===== src/rtl/count_sequencer.sv =====
// Run/pause/step sequencer for a bounded up/down counter; buttons are synchronized and edge-detected here.
// Optional COUNT_SEQ_PINGPONG_EN: with wrap_en=0 the counter bounces off its bounds instead of stopping in DONE.
module count_sequencer #(
    parameter int CNT_WIDTH   = 4,
    parameter int MAX_VAL     = 15,
    parameter int SYNC_STAGES = 2
) (
    input  logic                 clk,
    input  logic                 rst,
    input  logic                 tick_i,
    input  logic                 btn_go,
    input  logic                 btn_step,
    input  logic                 btn_clr,
    input  logic                 dir,
    input  logic                 wrap_en,
    output logic [CNT_WIDTH-1:0] count,
    output logic                 running,
    output logic                 paused,
    output logic                 done,
    output logic                 div_rst
);

    typedef enum logic [1:0] {ST_IDLE, ST_RUN, ST_PAUSE, ST_DONE} state_t;

    localparam logic [CNT_WIDTH-1:0] MAX_C = CNT_WIDTH'(MAX_VAL);
    localparam int GO = 0, STEP = 1, CLR = 2;

    state_t                        state_q, state_d;
    logic [CNT_WIDTH-1:0]          count_q, count_d;
    logic [SYNC_STAGES-1:0][2:0]   sync_q, sync_d;
    logic [2:0]                    hist_q, hist_d;
    logic [2:0]                    evt_q, evt_d;
    logic                          running_q, running_d;
    logic                          paused_q, paused_d;
    logic                          done_q, done_d;
    logic                          div_rst_q, div_rst_d;
`ifdef COUNT_SEQ_PINGPONG_EN
    logic                          dir_q, dir_d;
`endif

    logic                          adv_down, at_bound, adv_to_done, adv_flip, do_adv;
    logic [CNT_WIDTH-1:0]          adv_cnt;

    // Synchronizers and history reset high so a button held through reset gives no edge.
    always_comb begin
        sync_d    = sync_q;
        sync_d[0] = {btn_clr, btn_step, btn_go};
        for (int i = 1; i < SYNC_STAGES; i++) sync_d[i] = sync_q[i-1];
        hist_d = sync_q[SYNC_STAGES-1];
        evt_d  = sync_q[SYNC_STAGES-1] & ~hist_q;
    end

    // Outcome of a single advance from the current count.
    always_comb begin
        adv_down = dir;
`ifdef COUNT_SEQ_PINGPONG_EN
        if (state_q != ST_IDLE) adv_down = dir_q;
`endif
        at_bound    = adv_down ? (count_q == '0) : (count_q == MAX_C);
        adv_to_done = 1'b0;
        adv_flip    = 1'b0;
        adv_cnt     = count_q;
        if (!at_bound) begin
            adv_cnt = adv_down ? count_q - 1'b1 : count_q + 1'b1;
        end else if (wrap_en) begin
            adv_cnt = adv_down ? MAX_C : '0;
        end else begin
`ifdef COUNT_SEQ_PINGPONG_EN
            adv_flip = 1'b1;
            adv_cnt  = adv_down ? count_q + 1'b1 : count_q - 1'b1;
`else
            adv_to_done = 1'b1;
`endif
        end
    end

    // Next state: one event per cycle, clr > go > step > tick.
    always_comb begin
        state_d = state_q;
        count_d = count_q;
        do_adv  = 1'b0;
`ifdef COUNT_SEQ_PINGPONG_EN
        dir_d   = dir_q;
`endif
        if (evt_q[CLR]) begin
            state_d = ST_IDLE;
            count_d = '0;
`ifdef COUNT_SEQ_PINGPONG_EN
            dir_d   = dir;
`endif
        end else if (evt_q[GO]) begin
            case (state_q)
                ST_IDLE: begin
                    state_d = ST_RUN;
`ifdef COUNT_SEQ_PINGPONG_EN
                    dir_d   = dir;
`endif
                end
                ST_RUN:   state_d = ST_PAUSE;
                ST_PAUSE: state_d = ST_RUN;
                default: begin
                    state_d = ST_RUN;
                    count_d = '0;
`ifdef COUNT_SEQ_PINGPONG_EN
                    dir_d   = dir;
`endif
                end
            endcase
        end else if (evt_q[STEP]) begin
            do_adv = (state_q == ST_IDLE) || (state_q == ST_PAUSE);
        end else begin
            do_adv = tick_i && (state_q == ST_RUN);
        end

        if (do_adv) begin
            count_d = adv_cnt;
            if (adv_to_done) state_d = ST_DONE;
`ifdef COUNT_SEQ_PINGPONG_EN
            if (adv_flip) dir_d = ~adv_down;
`else
            if (adv_flip) state_d = state_q;
`endif
        end
    end

    // Registered outputs follow the next state so they change on the transition edge.
    always_comb begin
        running_d = (state_d == ST_RUN);
        paused_d  = (state_d == ST_PAUSE);
        done_d    = (state_d == ST_DONE);
        div_rst_d = (state_d != ST_RUN);
    end

    always_ff @(posedge clk or posedge rst) begin
        if (rst) begin
            state_q   <= ST_IDLE;
            count_q   <= '0;
            sync_q    <= '1;
            hist_q    <= '1;
            evt_q     <= '0;
            running_q <= 1'b0;
            paused_q  <= 1'b0;
            done_q    <= 1'b0;
            div_rst_q <= 1'b1;
`ifdef COUNT_SEQ_PINGPONG_EN
            dir_q     <= 1'b0;
`endif
        end else begin
            state_q   <= state_d;
            count_q   <= count_d;
            sync_q    <= sync_d;
            hist_q    <= hist_d;
            evt_q     <= evt_d;
            running_q <= running_d;
            paused_q  <= paused_d;
            done_q    <= done_d;
            div_rst_q <= div_rst_d;
`ifdef COUNT_SEQ_PINGPONG_EN
            dir_q     <= dir_d;
`endif
        end
    end

    assign count   = count_q;
    assign running = running_q;
    assign paused  = paused_q;
    assign done    = done_q;
    assign div_rst = div_rst_q;

endmodule


===== config.mk =====
export PLATFORM = sky130hd
export DESIGN_NAME = count_sequencer
export DESIGN_NICKNAME = d
export VERILOG_FILES = /design/src/rtl/count_sequencer.sv
export SDC_FILE = /design/constraint.sdc
export NUM_CORES = 1
export LEC_CHECK = 0
export CORE_MARGIN = 10
export CORE_UTILIZATION = 55
export CTS_CLUSTER_DIAMETER = 200
export DETAILED_ROUTE_END_ITERATION = 10
export DONT_BUFFER_PORTS = 1
export PLACE_DENSITY = 0.7
export SLEW_MARGIN = 30
export SYNTH_ARGS = -nofsm -noshare
export SYNTH_HDL_FRONTEND = slang
export SYNTH_SLANG_ARGS = --single-unit
export TNS_END_PERCENT = 1

===== constraint.sdc =====
create_clock -name clk -period 2.9 [get_ports clk]
set_clock_uncertainty 0.05 [all_clocks]
set_input_delay 0.87 -clock clk [delete_from_list [all_inputs] [get_ports clk]]
set_output_delay 0.87 -clock clk [all_outputs]
set_load 0.005 [all_outputs]

# Yosys cells after proc, flatten, opt, wreduce, memory -nomap -nowiden
# Index checks and enable logic that the tools add are counted.
# word_totals
in_bits	8
ff_bits	22
word_cells	49
# classes
eq_ne	9
add_sub_neg	2
n_reduce_logical	7
muxes	19
n_bitwise	2
# op_table
operator	n
4-bit two-way mux	8
2-bit two-way mux	5
2-bit equality test (second input constant)	3
1-bit two-way mux	6
4-bit by 1-bit adder with 4-bit output (second input constant)	1
2-bit by 1-bit equality test with 1-bit output (second input constant)	2
4-bit equality test (second input constant)	1
4-bit zero test	1
4-bit by 1-bit subtractor with 4-bit output (second input constant)	1
3-bit AND	1
3-bit by 1-bit inequality test with 1-bit output (second input constant)	1
3-bit inequality test (second input constant)	1
3-bit NOT	1
3-bit AND reduction	1
3-bit nonzero test	1
3-bit OR reduction	1
2-bit zero test	1
2-bit by 1-bit inequality test with 1-bit output (second input constant)	1
1-bit logical AND	1
1-bit logical OR	1

# Logic depth before layout (Yosys ltp)
# Gate-level depths: netlist of run 1.
# logic_depth
word_depth	7
ltp_mapped	6
mapped_depth_nobuf	6

# Least setup slack after synthesis of run 1
# No wires, ideal clock.
# synth_path
path_kind	input to register
startpoint	input port dir
endpoint	register count_q[3], in the netlist count[3]
arrival_time_ps	2033
path_stages	6
slack_ps	732
setup_ps	86
n_path_buf	0
required_ps	2764
cell_sequence	ha_1 a21o_2 a21oi_1 xor2_1 a221o_2 a32oi_1
# synth_between
elab_chain_cells	4
# synth_lines
element	line	rtl
start, declared	14	input logic dir,
4-bit two-way mux	66	adv_cnt = adv_down ? MAX_C : '0;
4-bit two-way mux	65	end else if (wrap_en) begin
4-bit two-way mux	63	if (!at_bound) begin
4-bit two-way mux	115	if (do_adv) begin
end signal, assigned	150	count_q <= count_d;
end, declared	29	logic [CNT_WIDTH-1:0] count_q, count_d;
# Parallel ways exist; a longest one is shown, timed or not. The select of a mux whose other input is x is not followed.
# A chain may end at the register's enable or synchronous reset.

# Worst setup path after layout of run 1
# Same ends and word-level chain as after synthesis.

==> results.cfg, run 1 <==
[placed_design]
place.gp.congestion = 0.8307
place_area_um2 = 955.9
port_buffers = 0
hpwl_um = 1127
dp.cells = 89

[final_layout]
area_delta_synth_final_pct = 6.016
final_cells = 93
drive_gt1_share_pct = 28.57
fin_area_um2 = 992.2
nNetsFinal = 89
mostFrequentLayoutCell = dfrtp_1
most-common-layout-cells = dfrtp_1 (12), dfstp_2 (10), nor2b_1 (6), nor2_1 (4), inv_1 (4)
postLayoutCoreUtil_pct = 63.64
diodes = 0

[routing]
drtIter0Drc = 13
wl_met2_um = 744
drt_wl_total_um = 1563
drtPass1Iterations = 4
drc_errors = 0
wire_per_inst_um = 16.81
wl_met1_um = 717
via_count = 557
viasPerCell = 5.989
routed.top_layer = met4
drtAntennaViolNets = 0
wl_met3_um = 87

[pwr]
total_power_uw = 705.8
p_leak_nw = 0.4425
powerDensity_mw_per_mm2 = 711.3
vdd_ir_drop_max_mv = 0.3524

[worst_setup_path]
r2r_start = count[0]
cp_max_fo = 6
crit_chain = ha_1 > a21o_2 > a21oi_1 > xor2_1 > a221o_2 > a32oi_1
critPathKind = input pin to flip-flop
crit_slowest_cell = a221o_2
end_kind = flip-flop
crit_start = dir
cp.arrival_ps = 2110
start_kind = input pin
cp_top_family = compound AO/OA/AOI/OAI gates
path_buf_inv = 0
cp.required_ps = 3070
cp_slowest_stage_delay_ps = 340

[floorplanning]
rows = 14
core-area_mm2 = 0.001559
die_w_um = 61.25
die_y_um = 61.25
initial_core_util_pct = 60.03
die-area_mm2 = 0.003752
pin_count = 16

[cts]
cts.clk_slew.worst_paths_ps = 110
post_cts_buffers = 0
clockRootBuffer = clkbuf_4
cts_hold_buf = 0
cts_sinks = 22
cts_buffers = 3
cts.path.max_buffers = 2
htreeDepth = 1
clkLatencyLatePin_ps = 290
cts_tree = done
ctsResizeCount = 0

[logic_synthesis]
synth_cell_types = 31
synth_fp_nets = 84
synth_cells = 73
seq_area_frac_synth_pct = 60.16
ys_ff_latch = 22
syn_area_um2 = 935.9
yosys_warnings = 0
avgSynthCellArea_um2 = 12.82

[timing]
tns_ps = 0
drv_slew = 0
max_slew_margin_pct = 48.98
period_share_pct = 66.69
rsz0062_at_grt = no
report.final.hold_viol_count = 0
worst_pin_slew_ps = 764.4
min_period_ps = 1934
finalSetupViolCount = 0
max_freq_ghz = 0.5171

[global_route]
antenna_found_initial = 0
grt_pass1_vias = 562
grt_pass1_wl_um = 2587
grt_usage_pct = 9.431
grt_overflow = 0
grt_max_degree = 23

[worst_hold_path]
hp-start = sync_d[4]
hold_path_class = flip-flop to flip-flop

[job]
max-cap-violations = 0

[status]
status = completed
[layer usage]
layer  up-vias  GRT usage, %
li1        262             -
met4         0         5.537
met5         -             0
met3         2         4.527
met1       283         11.17
met2        10         13.61
[registers in the layout, indices dropped and copies added, names as in the netlist]
| signal | cells |
|---|---|
| hist_q | 3 |
| paused | 1 |
| done | 1 |
| state_q | 2 |
| hist_d | 3 |
| running | 1 |
| evt_q | 3 |
| count | 4 |
| sync_d | 3 |
| div_rst | 1 |
[Yosys cell counts]
library cell	instances	share of area (%)
and2_1	1	0.67
nand4_1	1	0.67
nor2b_1	6	4.0
fa_1	1	2.1
a21o_1	1	0.80
a211o_2	1	1.1
nand2_4	1	1.2
inv_1	4	1.6
a221o_2	1	1.2
nor3_1	3	1.6
a21o_2	1	0.94
a31oi_1	1	0.67
mux2_4	2	3.2
o31ai_1	1	0.80
nor4_1	1	0.67
and4bb_1	1	1.3
nor2_1	4	1.6
a21oi_1	3	1.6
dfrtp_1	12	32
nand2b_1	3	2.0
or2_1	1	0.67
o21ai_2	1	0.94
xnor2_1	2	1.9
dfstp_2	10	28
o21ai_0	2	1.1
xor2_1	1	0.94
a211oi_2	1	1.3
a32oi_1	1	0.94
nand2_1	2	0.80
o21bai_1	1	0.80
ha_1	2	2.7
[power by group]
part / switching [mW] / total (mW) / leakage [nW] / internal [mW]
Combinational: 0.0704 / 0.140 / 0.159 / 0.0695
Clock: 0.0836 / 0.160 / 0.0210 / 0.0765
Sequential: 0.0505 / 0.406 / 0.262 / 0.355
[worst reg2reg max path, cell delays in order (launching register included)]
cell,delay [ps]
dfrtp_1,500
nor4_1,300
nand2_1,180
a211o_2,390
nand2_4,90
mux2_4,300
[area by class of cell]
type                    instances  area (um2)
fillers                       118       566.8
flip-flops and latches         22       563.0
multi-input cells              47       357.8
clock buffers                   4       36.28
well taps                      16       20.02
inverters                       4       15.01
[path summary, 6_finish.rpt]
check / cells past startpoint / slack [ps] / to
hold / removal: 0 / 320 / hist_d[1]
setup / recovery: 6 / 970 / count[3]
min in group asynchronous: 1 / 540 / evt_q[2]
setup reg to reg: 5 / 990 / count[1]
hold reg to reg: 0 / 320 / hist_d[1]
max in group asynchronous: 1 / 1790 / paused
[stage by stage]
stage | worst slack [ps] | hold slack, ps
finish | 966.1 | 317.6
global route | 861.3 | 324.9
CTS | 977.4 | 319.0
detailed placement | 666.5 | 297.5
global placement | 715.2 | 297.4
floorplan | 731.7 | 295.2
[logic make-up (layout without fill, tap and decap cells)]
logic type	count (synthesis)	after routing	synth area share, %
AO/OA/AOI/OAI	15	15	12.17
AND/OR/NAND/NOR	24	24	15.24
flip-flops	22	22	60.16
multiplexers	2	2	3.209
adder cells (fa/ha/maj)	3	3	4.812
buffers and inverters	4	8	1.604
XOR/XNOR	3	3	2.808
(Power assumes the default switching activity.)
==> run 2, diff against run 1 <==
==> constraint.sdc (replaced) <==
create_clock -name clk -period 1.78 [get_ports clk]
set_clock_uncertainty 0.05 [all_clocks]
set_input_delay 0.534 -clock clk [delete_from_list [all_inputs] [get_ports clk]]
set_output_delay 0.534 -clock clk [all_outputs]
set_load 0.005 [all_outputs]
==> results.cfg, run 2 (synthesized netlist as in run 1, its figures left out) <==
[pwr]
p_leak_nw = 0.4900
vdd_ir_drop_max_mv = 0.6215
powerDensity_mw_per_mm2 = 1108

[final_layout]
fin_area_mm2 = 0.001089
drive_gt1_share_pct = 40.91
nNetsFinal = 100
diodes = 0
largest_register_ffs = 4
area_delta_synth_final_pct = 16.31
postLayoutCoreUtil_pct = 69.82
fillers = 112
most-common-layout-cells = dfrtp_1 (11), buf_4 (11), dfstp_2 (10), nor2b_1 (6)

[worst_setup_path]
cp.arrival_ps = 1900
start_kind = flip-flop
cp.required_ps = 1950
cp_max_fo = 6
critPathKind = flip-flop to flip-flop
end_kind = flip-flop

[global_route]
antenna_found_initial = 0
grt_pass1_vias = 592
grt_overflow = 0
grt_usage_pct = 9.512
grt_max_degree = 23
grt_pass1_wl_um = 2663

[timing]
max_slew_margin_pct = 81.21
min_period_ps = 1733
rsz0062_at_grt = yes
tns_ps = 0
drv_slew = 0
finalSetupViolCount = 0
period_share_pct = 97.37
report.final.hold_viol_count = 0
worst_pin_slew_ps = 281.4
max_freq_ghz = 0.5770

[cts]
htreeDepth = 1
cts.clk_slew.worst_paths_ps = 110
cts_tree = done
cts.path.max_buffers = 2
cts_buffers = 3
clkLatencyLatePin_ps = 300
clockRootBuffer = clkbuf_4
cts_sinks = 22

[placed_design]
port_buffers = 0
place_area_mm2 = 0.001047
hpwl_um = 1253
place.gp.congestion = 0.8604

[status]
status = completed

[worst_hold_path]
hold_path_class = input pin to asynchronous set/reset pin

[routing]
drc_errors = 0
drt_wl_total_um = 1590
drtIter0Drc = 11
drtPass1Iterations = 4
drtAntennaViolNets = 0
via_count = 603
viasPerCell = 5.798
wire_per_inst_um = 15.29

[job]
max-cap-violations = 0

[floorplanning]
die-area_mm2 = 0.003752
initial_core_util_pct = 60.03
die_w_um = 61.25
pin_count = 16
core-area_mm2 = 0.001559
rows = 14
die_y_um = 61.25
[run 2: worst max-delay path, cell delays in order (launching register included)]
cell	delay, ps
dfrtp_2	480
ha_4	220
a21o_2	180
a21oi_2	140
xor2_1	100
a221o_2	330
a32oi_1	140
[run 2: path summary, 6_finish.rpt]
path | from | to | slack (ps) | cells past startpoint
worst max-delay path | count[1] | count[3] | 50 | 6
worst min-delay path | rst | count[0] | 80 | 2
worst max register to register | count[1] | count[3] | 50 | 6
worst min register to register | sync_d[4] | hist_d[1] | 310 | 0
max in group asynchronous | rst | hist_d[0] | 1330 | 2
min in group clk | btn_clr | sync_d[5] | 170 | 0
[run 2: layout make-up]
cell class	count	area (um2)	share of cell area (%)
inverters	4	15.01	1.379
multi-input cells	47	380.4	34.94
clock buffers	4	26.28	2.414
well taps	16	20.02	1.839
repair buffers	11	82.58	7.586
flip-flops and latches	22	564.3	51.84
[run 2: where the power goes]
group	internal, mW	total [mW]	switching [mW]	leakage [nW]
clock	0.0873	0.222	0.134	0.0150
sequential	0.580	0.642	0.0616	0.261
combinational	0.181	0.343	0.162	0.215
total	0.849	1.21	0.358	0.490
[run 2: metal layers]
| layer | vias to the layer above | share of wire, % | track usage, % |
|---|---|---|---|
| met5 | - | 0 | 0 |
| met3 | 2 | 5.1 | 3.292 |
| met4 | 0 | 0.82 | 4.886 |
| met2 | 17 | 48 | 15.38 |
| met1 | 301 | 46 | 10.91 |
| li1 | 283 | - | - |
[run 2: per-stage QoR]
| stage | cells | total power, mW | setup slack (ps) | hold WS (ps) |
|---|---|---|---|---|
| after floorplan | 73 | 0.8521 | 20.46 | 295.2 |
| after global placement | 99 | 0.9666 | 18.94 | 296.3 |
| after detailed placement | 99 | 0.9789 | -31.42 | 298.1 |
| after CTS | 103 | 1.209 | 32.09 | 72.14 |
| after global routing | 104 | 1.299 | -42.08 | 90.43 |
| final | 104 | 1.207 | 46.88 | 81.52 |
[run 2: timing repair]
action	in CTS	in global routing
gates resized for setup	1	1
buffers inserted	0	1
endpoints found under the setup margin	2	7
hold buffers	0	0
gates cloned	0	0
pin swaps	0	4
==> run 3, diff against run 2 <==
--- a/config.mk
+++ b/config.mk
@@ -11,6 +11,7 @@
 export DETAILED_ROUTE_END_ITERATION = 10
 export DONT_BUFFER_PORTS = 1
 export PLACE_DENSITY = 0.7
+export RECOVER_POWER = 100
 export SLEW_MARGIN = 30
 export SYNTH_ARGS = -nofsm -noshare
 export SYNTH_HDL_FRONTEND = slang
==> results.cfg, run 3 (synthesized netlist as in run 1, its figures left out) <==
[status]
status = completed

[pwr]
swShare_pct = 29.94
vdd_ir_drop_max_mv = 0.6205
pwr-share-comb_pct = 27.6
total_power_mw = 1.192
seq_power_share_pct = 53.8
p_leak_nw = 0.4748
switchingPower_uw = 356.7
cell_internal_pwr_uw = 834.9
clkPwrFrac_pct = 18.6
powerDensity_mw_per_mm2 = 1110

[placed_design]
place.gp.congestion = 0.8604
port_buffers = 0
hpwl_um = 1253

[final_layout]
most-common-layout-cells = dfrtp_1 (11), dfstp_2 (10), nor2b_1 (6), buf_4 (6), clkbuf_1 (5)
mostFrequentLayoutCell = dfrtp_1
drive_gt1_share_pct = 36.36
multi_input_area_um2 = 380.4
ff_latch_area_um2 = 564.3
largest_register_ffs = 4
area_delta_synth_final_pct = 14.71
fillers = 120
diodes = 0
nNetsFinal = 100

[floorplanning]
initial_core_util_pct = 60.03
pin_count = 16
die-area_mm2 = 0.003752
die_y_um = 61.25
die_w_um = 61.25
rows = 14
core-area_mm2 = 0.001559

[timing]
min_period_ps = 1731
rsz0062_at_grt = yes
period_share_pct = 97.22
drv_slew = 0
worst_pin_slew_ps = 1066
report.final.hold_viol_count = 0
finalSetupViolCount = 0
tns_ps = 0
max_slew_margin_pct = 28.91
max_freq_ghz = 0.5779

[cts]
cts_buffers = 3
cts_sinks = 22
cts.clk_slew.worst_paths_ps = 110
cts_hold_buf = 0
clkLatencyLatePin_ps = 300
cts.path.max_buffers = 2
htreeDepth = 1
cts_tree = done
clockRootBuffer = clkbuf_4

[worst_setup_path]
cp_max_fo = 6
critPathKind = flip-flop to flip-flop
start_kind = flip-flop
ff2ff_path_depth = 6
cp.arrival_ps = 1900
end_kind = flip-flop
cp.required_ps = 1950

[routing]
via_count = 603
drtPass1Iterations = 4
drc_errors = 0
drtIter0Drc = 5
wire_per_inst_um = 15.31
drtAntennaViolNets = 0
drt_wl_total_um = 1592
viasPerCell = 5.798

[global_route]
grt_max_degree = 23
antenna_found_initial = 0
grt_pass1_wl_um = 2663
grt_usage_pct = 9.512
grt_overflow = 0
grt_pass1_vias = 592

[job]
max-cap-violations = 0

[worst_hold_path]
hold_path_class = input pin to flip-flop
min_path_cells = 0
[run 3: cell types whose count changed in the layout (fill, tap and decap cells not counted)]
cell,before,now
buf_4,11,6
clkbuf_4,3,4
clkbuf_1,1,5
[run 3: area by class of cell]
type | instances | area share (%)
repair buffers | 11 | 6.294
multi-input cells | 47 | 35.43
flip-flops and latches | 22 | 52.56
inverters | 4 | 1.399
well taps | 16 | 1.865
clock buffers | 4 | 2.448
[run 3: power groups by stage]
stage | clock network (mW) | registers (mW) | logic, mW
after global routing | 0.256 | 0.650 | 0.379
after global placement | 0 | 0.645 | 0.321
after CTS | 0.237 | 0.639 | 0.333
after detailed placement | 0 | 0.648 | 0.331
final | 0.222 | 0.642 | 0.329
after floorplan | 0 | 0.649 | 0.203
[run 3: through the flow]
step | cells | area, um2 | setup slack, ps | utilization, % | hold slack, ps
6_report | 104 | 1074 | 49.46 | 68.86 | 168.2
5_1_grt | 104 | 1074 | -42.08 | 68.86 | 133.1
4_1_cts | 103 | 1075 | 32.09 | 68.94 | 72.14
3_5_place_dp | 99 | 1047 | -31.42 | 67.18 | 298.1
3_3_place_gp | 99 | 1047 | 18.94 | 67.18 | 296.3
2_1_floorplan | 73 | 952.2 | 20.46 | - | 295.2
[run 3: per-layer routing]
| layer | vias up | wire length [um] | global-route usage [%] |
|---|---|---|---|
| li1 | 283 | - | - |
| met1 | 304 | 742 | 10.91 |
| met2 | 14 | 759 | 15.38 |
| met3 | 2 | 76 | 3.292 |
| met4 | 0 | 13 | 4.886 |
| met5 | - | 0 | 0 |
[run 3: final timing paths]
check / start / end / slack [ps]
worst max-delay path: count[1] / count[3] / 50
worst min-delay path: btn_clr / sync_d[5] / 170
worst max register to register: count[1] / count[3] / 50
worst min register to register: sync_d[4] / hist_d[1] / 310
max in group asynchronous: rst / count[1] / 590
min in group asynchronous: rst / count[0] / 390
[run 3: worst max-delay path, cell delays in order (launching register included)]
cell     delay (ps)
dfrtp_2         480
ha_4            220
a21o_2          180
a21oi_2         140
xor2_1          100
a221o_2         330
a32oi_1         140
[run 3: timing repair]
item	CTS	global route
resized for setup	1	1
pin swaps	0	4
setup endpoints to repair	2	7
setup buffers	0	1
